===== src/rtl/uplink_rr_arbiter_pkg.sv =====
// Shared types for the uplink round-robin arbiter: FSM state encoding,
// requester id type, default flit width and the round-robin pick helper.
package uplink_rr_arbiter_pkg;

  localparam int FLIT_W_DEFAULT = 20;

  typedef logic [1:0] req_id_t;

  typedef enum logic [1:0] {
    ST_IDLE  = 2'd0,
    ST_RUN   = 2'd1,
    ST_DRAIN = 2'd2
  } arb_state_e;

  // First valid requester at or after ptr, wrapping modulo 4.
  function automatic req_id_t rr_pick(input logic [3:0] vld, input req_id_t ptr);
    req_id_t pick;
    req_id_t idx;
    logic    found;
    pick  = ptr;
    found = 1'b0;
    for (int i = 0; i < 4; i++) begin
      idx = ptr + req_id_t'(i);
      if (!found && vld[idx]) begin
        pick  = idx;
        found = 1'b1;
      end
    end
    return pick;
  endfunction

endpackage


===== src/rtl/uplink_tag_fifo.sv =====
// DEPTH x 2-bit tag FIFO remembering which requester owns each flit in
// flight at the hub. The caller guarantees no push when full and no pop
// when empty; simultaneous push/pop leaves count unchanged.
module uplink_tag_fifo
  import uplink_rr_arbiter_pkg::*;
#(
  parameter int DEPTH = 8
) (
  input  logic                     clk,
  input  logic                     rst,
  input  logic                     push,
  input  req_id_t                  push_id,
  input  logic                     pop,
  output req_id_t                  head_id,
  output logic [$clog2(DEPTH):0]   count
);

  localparam int AW = $clog2(DEPTH);

  req_id_t         mem [DEPTH];
  logic [AW-1:0]   head;
  logic [AW-1:0]   tail;

  // Tag storage write on push.
  // NOTE: the storage array has no reset; entries are only read once count
  // says they were written, and leaving it unreset keeps it a plain RAM.
  always_ff @(posedge clk) begin
    if (push) mem[tail] <= push_id;
  end

  // Pointer and occupancy tracking; AW-bit pointers wrap naturally.
  // NOTE: sequential state uses non-blocking assignments so every register
  // samples pre-edge values regardless of statement order.
  always_ff @(posedge clk or negedge rst) begin
    if (!rst) begin
      head  <= '0;
      tail  <= '0;
      count <= '0;
    end else begin
      if (push) tail <= tail + 1'b1;
      if (pop)  head <= head + 1'b1;
      case ({push, pop})
        2'b10:   count <= count + 1'b1;
        2'b01:   count <= count - 1'b1;
        default: count <= count;
      endcase
    end
  end

  assign head_id = mem[head];

endmodule


===== src/rtl/uplink_rr_arbiter.sv =====
// Four-requester round-robin arbiter feeding a credit-controlled hub input.
// Flits are forwarded one cycle after acceptance; each hub credit is routed
// back to the requester whose flit is oldest in flight.
// Optional feature: define UPLINK_ARB_STATS_EN to add per-requester
// saturating grant counters gnt_cnt0..gnt_cnt3.
module uplink_rr_arbiter
  import uplink_rr_arbiter_pkg::*;
#(
  parameter int DEPTH  = 8,
  parameter int FLIT_W = FLIT_W_DEFAULT
) (
  input  logic                    clk,
  input  logic                    rst,
  input  logic                    arb_en,
  input  logic [FLIT_W-1:0]       req_data0,
  input  logic [FLIT_W-1:0]       req_data1,
  input  logic [FLIT_W-1:0]       req_data2,
  input  logic [FLIT_W-1:0]       req_data3,
  input  logic                    req_vld0,
  input  logic                    req_vld1,
  input  logic                    req_vld2,
  input  logic                    req_vld3,
  output logic                    req_rdy0,
  output logic                    req_rdy1,
  output logic                    req_rdy2,
  output logic                    req_rdy3,
  output logic                    req_cred0,
  output logic                    req_cred1,
  output logic                    req_cred2,
  output logic                    req_cred3,
  output logic [FLIT_W-1:0]       up_data,
  output logic                    up_vld,
  input  logic                    up_co,
  output logic [$clog2(DEPTH):0]  outstanding,
  output logic [1:0]              state_o,
  output logic                    err_uflow
`ifdef UPLINK_ARB_STATS_EN
  ,
  output logic [15:0]             gnt_cnt0,
  output logic [15:0]             gnt_cnt1,
  output logic [15:0]             gnt_cnt2,
  output logic [15:0]             gnt_cnt3
`endif
);

  localparam int CW = $clog2(DEPTH) + 1;

  arb_state_e         state;
  arb_state_e         state_nxt;
  req_id_t            rr_ptr;
  req_id_t            grant;
  req_id_t            head_id;
  logic [3:0]         vld;
  logic [3:0]         cred;
  logic [FLIT_W-1:0]  data_arr [4];
  logic               accept;
  logic               pop;

  assign vld         = {req_vld3, req_vld2, req_vld1, req_vld0};
  assign data_arr[0] = req_data0;
  assign data_arr[1] = req_data1;
  assign data_arr[2] = req_data2;
  assign data_arr[3] = req_data3;

  assign grant  = rr_pick(vld, rr_ptr);
  assign accept = (state == ST_RUN) && (|vld) && (outstanding < CW'(DEPTH));
  // An underflowing credit is dropped here so the FIFO never pops empty.
  assign pop    = up_co && (outstanding != '0);

  assign req_rdy0 = accept && (grant == 2'd0);
  assign req_rdy1 = accept && (grant == 2'd1);
  assign req_rdy2 = accept && (grant == 2'd2);
  assign req_rdy3 = accept && (grant == 2'd3);

  assign {req_cred3, req_cred2, req_cred1, req_cred0} = cred;
  assign state_o = state;

  uplink_tag_fifo #(.DEPTH(DEPTH)) u_tag_fifo (
    .clk     (clk),
    .rst     (rst),
    .push    (accept),
    .push_id (grant),
    .pop     (pop),
    .head_id (head_id),
    .count   (outstanding)
  );

  // Next-state logic for the enable/drain FSM.
  // NOTE: the default assignment ahead of the case keeps this purely
  // combinational; any path that skipped state_nxt would infer a latch.
  always_comb begin
    state_nxt = state;
    case (state)
      ST_IDLE:  if (arb_en) state_nxt = ST_RUN;
      ST_RUN:   if (!arb_en) state_nxt = ST_DRAIN;
      ST_DRAIN: begin
        if (arb_en)                 state_nxt = ST_RUN;
        else if (outstanding == '0) state_nxt = ST_IDLE;
      end
      default:  state_nxt = ST_IDLE;
    endcase
  end

  // FSM state and round-robin pointer; the pointer moves only on accept.
  always_ff @(posedge clk or negedge rst) begin
    if (!rst) begin
      state  <= ST_IDLE;
      rr_ptr <= '0;
    end else begin
      state <= state_nxt;
      if (accept) rr_ptr <= grant + 2'd1;
    end
  end

  // Registered flit path to the hub; data holds between flits.
  always_ff @(posedge clk or negedge rst) begin
    if (!rst) begin
      up_vld  <= 1'b0;
      up_data <= '0;
    end else begin
      up_vld <= accept;
      if (accept) up_data <= data_arr[grant];
    end
  end

  // Credit return to the owner of the oldest in-flight tag, plus sticky
  // underflow flag for credits arriving with nothing outstanding.
  always_ff @(posedge clk or negedge rst) begin
    if (!rst) begin
      cred      <= '0;
      err_uflow <= 1'b0;
    end else begin
      cred <= pop ? (4'b0001 << head_id) : 4'b0000;
      if (up_co && (outstanding == '0)) err_uflow <= 1'b1;
    end
  end

`ifdef UPLINK_ARB_STATS_EN
  logic [15:0] gnt_cnt [4];

  // Saturating per-requester accept counters.
  always_ff @(posedge clk or negedge rst) begin
    if (!rst) begin
      for (int i = 0; i < 4; i++) gnt_cnt[i] <= '0;
    end else begin
      for (int i = 0; i < 4; i++) begin
        if (accept && (grant == req_id_t'(i)) && (gnt_cnt[i] != 16'hFFFF))
          gnt_cnt[i] <= gnt_cnt[i] + 16'd1;
      end
    end
  end

  assign gnt_cnt0 = gnt_cnt[0];
  assign gnt_cnt1 = gnt_cnt[1];
  assign gnt_cnt2 = gnt_cnt[2];
  assign gnt_cnt3 = gnt_cnt[3];
`endif

endmodule


===== config.mk =====
export PLATFORM = sky130hd
export DESIGN_NAME = uplink_rr_arbiter
export DESIGN_NICKNAME = d
export VERILOG_FILES = /design/src/rtl/uplink_rr_arbiter_pkg.sv /design/src/rtl/uplink_tag_fifo.sv /design/src/rtl/uplink_rr_arbiter.sv
export SDC_FILE = /design/constraint.sdc
export NUM_CORES = 1
export LEC_CHECK = 0
export ABC_AREA = 1
export BUFFER_PORTS_ARGS = -buffer_cell sky130_fd_sc_hd__buf_2
export CAP_MARGIN = 20
export CORE_MARGIN = 2
export CORE_UTILIZATION = 36
export CTS_CLUSTER_SIZE = 20
export DETAILED_ROUTE_END_ITERATION = 8
export GPL_ROUTABILITY_DRIVEN = 0
export HOLD_SLACK_MARGIN = 0.12
export PLACE_DENSITY_LB_ADDON = 0.2
export SLEW_MARGIN = 10
export SYNTH_ARGS = -nofsm -noshare
export SYNTH_HDL_FRONTEND = slang
export SYNTH_SLANG_ARGS = --single-unit
export TNS_END_PERCENT = 50

===== constraint.sdc =====
create_clock -name clk -period 3.94 [get_ports clk]
set_input_delay 0 -clock clk [delete_from_list [all_inputs] [get_ports clk]]
set_output_delay 0 -clock clk [all_outputs]
set_load 0.05 [all_outputs]

==> metrics.txt, run 1 <==
worst setup margin=between 400 and 500 ps; post-synthesis sequential area ratio=between 40% and 50%; top cells by count, synth=nand2_1, nand3_1, inv_1; first-pass GRT wire length=15300 um; Post-synth EDFFs=16; WP data arrival=3750 ps; final worst path period need=~3500 ps; top post-synthesis cells by area=dfrtp_1, nand2_1, edfxtp_1; fin nets=755; Avg Inst Size Synth=just over 7 um2; post-CTS setup buffers=0; most common cell in the netlist=nand2_1; die area=approximately 11000 um2; largest net degree at the start of global routing=44; PwrDens=901 nW/um2; Wirelength per Cell=11.6 um; TNS Setup=0 ps; crit start category=flop; flops & latches, synth=56; Leak=0.00256 uW; drt total wl=9190 um; Die Wd=103 um; YS warnings=0; Fmax achieved=283 MHz; Place WS=~780 ps; root buf cell=clkbuf_8; drt first pass iters=6; H-tree levels=2; status=complete, no violations; initial core utilization=36.7%; GRT Overall Usage=about 18%; Hold WC Path Type=primary input to flop; Worst VDD drop=0.376 mV; syn_nets=586; Sink Count=56; Fin Clk Skew=approximately 14 ps; Synth area leader=dfrtp_1; Iteration-0 DRC Markers=around 120; Slew headroom=39.2%; Yosys cell types=31; Setup violations, final=0; worst slew pin tran=912 ps; Cells after Synth=roughly 490; # IOs=124; post-synthesis to final-layout area growth=38.3%; DRC=0; CTS tree=built; vias in the first global route=3562; Worst Path Required=4160 ps; fin. max-slew vios=0; CP endpoint kind=flop; DR vias=3645; RSZ-0062 raised after global routing=no; layout cells sized above 1=22.8%; Yosys top cell area share=28.3%; fill count=975; fin crit share=89.6%; WS Path Type=flop to flop; Synth async-reset ratio=a little under three quarters; Pwr Total=4410 uW; Synth Flop Type=dfrtp_1; CP max FO=43; area of the mapped netlist=3540 um2; Post-DRT Antenna Nets=0; number of vias per cell=4.60; Util after Layout=approximately half; Hold Violations, Final=0; die height=between 100 and 150 um; Max Cap Viol=0; post-DP HPWL=roughly 6600 um; antenna cells=0; Clk pin slew, worst setup/hold paths=~110 ps; CTS max path bufs=2; core area=9640 um2; I/O Buffers=123; FP Rows=36; clk_lat worst skew=320 ps; initial antenna violation count=0; grt total ovfl=0; CTS Buf Count=5
worst paths after layout:
path | startpoint | end | slack [ps] | cells after the start
max in group asynchronous | rst | rr_ptr[0]$_DFFE_PN0P_ | 2970 | 2
min in group asynchronous | rst | up_data[9]$_DFFE_PN0P_ | 360 | 2
min reg2reg | err_uflow$_DFFE_PN0P_ | err_uflow$_DFFE_PN0P_ | 460 | 1
min | req_data2[16] | up_data[16]$_DFFE_PN0P_ | 130 | 7
max | rr_ptr[0]$_DFFE_PN0P_ | up_data[17]$_DFFE_PN0P_ | 410 | 15
max reg2reg | rr_ptr[0]$_DFFE_PN0P_ | up_data[17]$_DFFE_PN0P_ | 410 | 15
critical path, cell delays in order (launching register included):
cell and delay, ps:
dfrtp_2 520, inv_2 130, nand2_1 100, nand2_1 70, o21ai_0 180, nand2_1 80, inv_1 100, nand2_2 110
nand2_4 360, nand2_8 260, nand2_1 120, nand3_1 70, dlygate4sd3_1 570, nand3_1 80, dlygate4sd3_1 590, nand2_1 60
per-stage QoR:
step | hold slack (ps) | cells | area [um2]
6_report | 130 | 792 | 4890
5_1_grt | 160 | 792 | 4890
4_1_cts | 120 | 792 | 4880
3_5_place_dp | 184 | 726 | 4210
3_3_place_gp | 175 | 726 | 4210
2_1_floorplan | -296 | 489 | 3540
state kept, by name, summed over array words and instances, names as in the netlist:
register,cells
u_tag_fifo.head,3
rr_ptr,2
u_tag_fifo.count,4
state_o,2
u_tag_fifo.mem,16
u_tag_fifo.tail,3
cred,4
up_data,20
err_uflow,1
up_vld,1
metal layers:
metal / wire, um / vias up / track usage [%] / share of wire, %
met2: 4280 / 125 / 30.6 / 47
met5: 0 / - / 0 / 0
met4: 180 / 0 / 5.97 / 2.0
li1: - / 1889 / - / -
met3: 540 / 16 / 3.05 / 5.9
met1: 4190 / 1615 / 22.6 / 46
area by class of cell:
type	count	area, um2	area share, %
clock buffer	5	68.8	1.41
clock inverter	3	21.3	0.435
inverter	49	184	3.76
multi-input combinational	361	1740	35.6
sequential	56	1480	30.3
tap	133	166	3.40
timing repair buffer	185	1230	25.1
power by group:
part | switching [uW] | internal (uW) | total [uW]
Clock | 198 | 127 | 325
Combinational | 1970 | 1080 | 3060
Sequential | 163 | 862 | 1020
layout by cell type (no fill, tap or decap), types with 5 or more instances in the layout:
cell type and count:
nor2_1 25, nand2_1 190, clkbuf_8 5, inv_1 44, dfrtp_1 39, dlygate4sd3_1 58
buf_2 123, nand3_1 69, xor2_1 7, ha_1 9, nand3b_1 20, edfxtp_1 16
o21ai_0 17
what timing repair did:
action | in CTS | in global routing
endpoints found under the setup margin | 0 | 15
gates resized for setup | 0 | 3
hold buffers | 58 | 0
endpoints found under the hold margin | 64 | 0
cell families after synthesis:
kind of cell,after synthesis,share of synthesized area [%]
adders and majority gates,9,3.18
xor gates and xnor gates,8,1.98
buffers and inverters,72,9.20
AOI/OAI and AO/OA,26,4.00
and+or+nand+nor,318,39.8
DFF,56,41.9
Note: power is estimated with default switching activity, not from simulation.
==> run 2, diff against run 1 <==
--- a/config.mk
+++ b/config.mk
@@ -5,7 +5,6 @@
 export SDC_FILE = /design/constraint.sdc
 export NUM_CORES = 1
 export LEC_CHECK = 0
-export ABC_AREA = 1
 export BUFFER_PORTS_ARGS = -buffer_cell sky130_fd_sc_hd__buf_2
 export CAP_MARGIN = 20
 export CORE_MARGIN = 2
==> run 2 against run 1 <==
Against the previous run: clock-buffer cell count increased by 1; power decreased by 28%; first-iteration DRC count increased by 9.5%; combinational power decreased by 40%; largest cell class is now sequential cells; non-clock buffer count increased by 4; critical endpoint is now up_data[4]$_DFFE_PN0P_; global-route usage increased by 0.88 points; highest routed layer unchanged.
==> metrics.txt, run 2 <==
Largest register FFs=20; die height=about 94 um; Pwr Total=~3200 uW; initial core utilization=37.6%; Final Instance Area=4360 um2; Most flops, register=up_data; root buf cell=clkbuf_8; antenna cells=0; Post-synth EDFFs=16; Yosys top cell area share=34.1%; CP delay by family, top=buffers and inverters; drt first pass iters=4; Hold WC Path Type=primary input to async pin; Fin Clk Skew=8.54 ps; Cell Area, Placed=3630 um2; clk_lat worst skew=310 ps; drt total wl=7790 um; Synth async-reset ratio=71.4%; worst setup margin=462 ps; worst slew pin tran=roughly 920 ps; syn_nets=345; fin nets=around 530; Die Wd=94.3 um; cells along the critical path=nor2_1, a2111o_1, o21ai_4, buf_4, mux2i_1, dlygate4sd3_1, o221ai_1, dlygate4sd3_1; crit start category=flop; top flop regs=up_data: 20 flops, u_tag_fifo.mem: 16 flops; top cells by count, synth=mux2i_1, dfrtp_1, nand2_1; post-synthesis sequential area ratio=50.4%; Max Cap Viol=0; Slew headroom=38.7%; GRT Overall Usage=between 10% and 20%; Synth area leader=dfrtp_1; number of vias per cell=4.93; Avg Inst Size Synth=11.8 um2; Sink Count=56; CTS Buf Count=5; post-DP HPWL=roughly 4900 um; die area=8900 um2; final worst path period need=3480 ps; Cells after Synth=around 250; Yosys cell types=36; Fmax achieved=roughly 290 MHz; core area=between 7000 and 8000 um2; first-pass GRT wire length=13000 um; flops & latches, synth=56; most used cell, CP=dlygate4sd3_1; top post-synthesis cells by area=dfrtp_1, edfxtp_1, mux2i_1; area of the mapped netlist=2940 um2; CP max stage delay=610 ps; most common cell in the netlist=mux2i_1; most common cell after layout, fill and taps aside=buf_2; fin crit share=88.3%; RSZ-0062 raised after global routing=no; Leak=0.00216 uW; TNS Setup=0 ps; largest net degree at the start of global routing=41; Worst Path Required=4150 ps; Util after Layout=55.8%; Worst VDD drop=~0.44 mV; Hold Violations, Final=0; CP max FO=26; WP data arrival=3690 ps; Wirelength per Cell=14.6 um; Place WS=1360 ps; DRC=0; initial antenna violation count=0; DR vias=2628; post-CTS setup buffers=0; grt total ovfl=0; Setup violations, final=0; H-tree levels=2; fin. max-slew vios=0; CTS Hold Buffers Added=63; Clk pin slew, worst setup/hold paths=~100 ps; CTS tree=built; Worst Path Buf+Inv=3; PwrDens=730 nW/um2; leading cell types in the layout, fill and taps excluded=buf_2, dlygate4sd3_1, mux2i_1, dfrtp_1, nand2_1; YS warnings=0; I/O Buffers=around 120; Crit-path slowest cell=dlygate4sd3_1; status=complete, no violations; Iteration-0 DRC Markers=127; CTS max path bufs=2; Post-DRT Antenna Nets=0; # IOs=roughly 120; FP Rows=32; post-cts resize count=0; CP endpoint kind=flop; WS Path Type=flop to flop; layout cells sized above 1=around a third; vias in the first global route=between 2000 and 3000; Synth Flop Type=dfrtp_1; post-synthesis to final-layout area growth=48.4%
-- run 2: cells by family (layout without fill, tap and decap cells) --
family                     Yosys count  after routing  share of synthesized area (%)
and+or+nand+nor                     72             72                           11.5
xor gates and xnor gates             9              9                           2.68
muxes                               49             49                           19.1
AOI/OAI and AO/OA                   34             34                           9.24
buffers and inverters               19            202                           3.28
DFF                                 56             56                           50.4
adders and majority gates            9              9                           3.83
-- run 2: where the power goes --
part | switching [uW] | internal, uW | leakage [uW]
Combinational | 1090 | 749 | 0.00148
Clock | 192 | 144 | 0.0000516
Sequential | 180 | 824 | 0.000636
-- run 2: layout make-up --
class | count | area [um2]
fillers | 672 | 3450
flip-flops and latches | 56 | 1480
multi-input cells | 173 | 1370
repair buffers | 189 | 1270
well taps | 102 | 128
clock buffers | 6 | 82.6
inverters | 5 | 18.8
clock inverters | 2 | 13.8
-- run 2: worst register-to-register path: stages (launching register included) --
cell,delay [ps]
dfrtp_1,480
nor2_1,80
a2111o_1,450
o21ai_4,290
buf_4,510
mux2i_1,220
dlygate4sd3_1,590
o221ai_1,160
dlygate4sd3_1,610
-- run 2: path summary, 6_finish.rpt --
path	cells past startpoint	start	slack [ps]	end
worst max-delay path	8	rr_ptr[1]$_DFFE_PN0P_	460	up_data[4]$_DFFE_PN0P_
worst min-delay path	2	rst	350	cred[3]$_DFF_PN0_
min in group clk	3	arb_en	370	state_o[1]$_DFFE_PN0P_
max in group asynchronous	2	rst	3020	up_data[13]$_DFFE_PN0P_
worst max register to register	8	rr_ptr[1]$_DFFE_PN0P_	460	up_data[4]$_DFFE_PN0P_
worst min register to register	1	err_uflow$_DFFE_PN0P_	480	err_uflow$_DFFE_PN0P_
-- run 2: per-stage QoR --
| stage | hold WS [ps] | std cells |
|---|---|---|
| floorplan | -296 | 248 |
| global placement | 164 | 462 |
| detailed placement | 171 | 462 |
| CTS | 363 | 533 |
| global route | 380 | 533 |
| finish | 349 | 533 |
-- run 2: layer usage --
| metal | track usage (%) | share of wire, % | vias to the layer above |
|---|---|---|---|
| met5 | 0 | 0 | - |
| met4 | 6.52 | 2.0 | 0 |
| met3 | 4.39 | 6.0 | 16 |
| met2 | 33.5 | 52 | 116 |
| met1 | 21.8 | 40 | 1216 |
| li1 | - | - | 1280 |
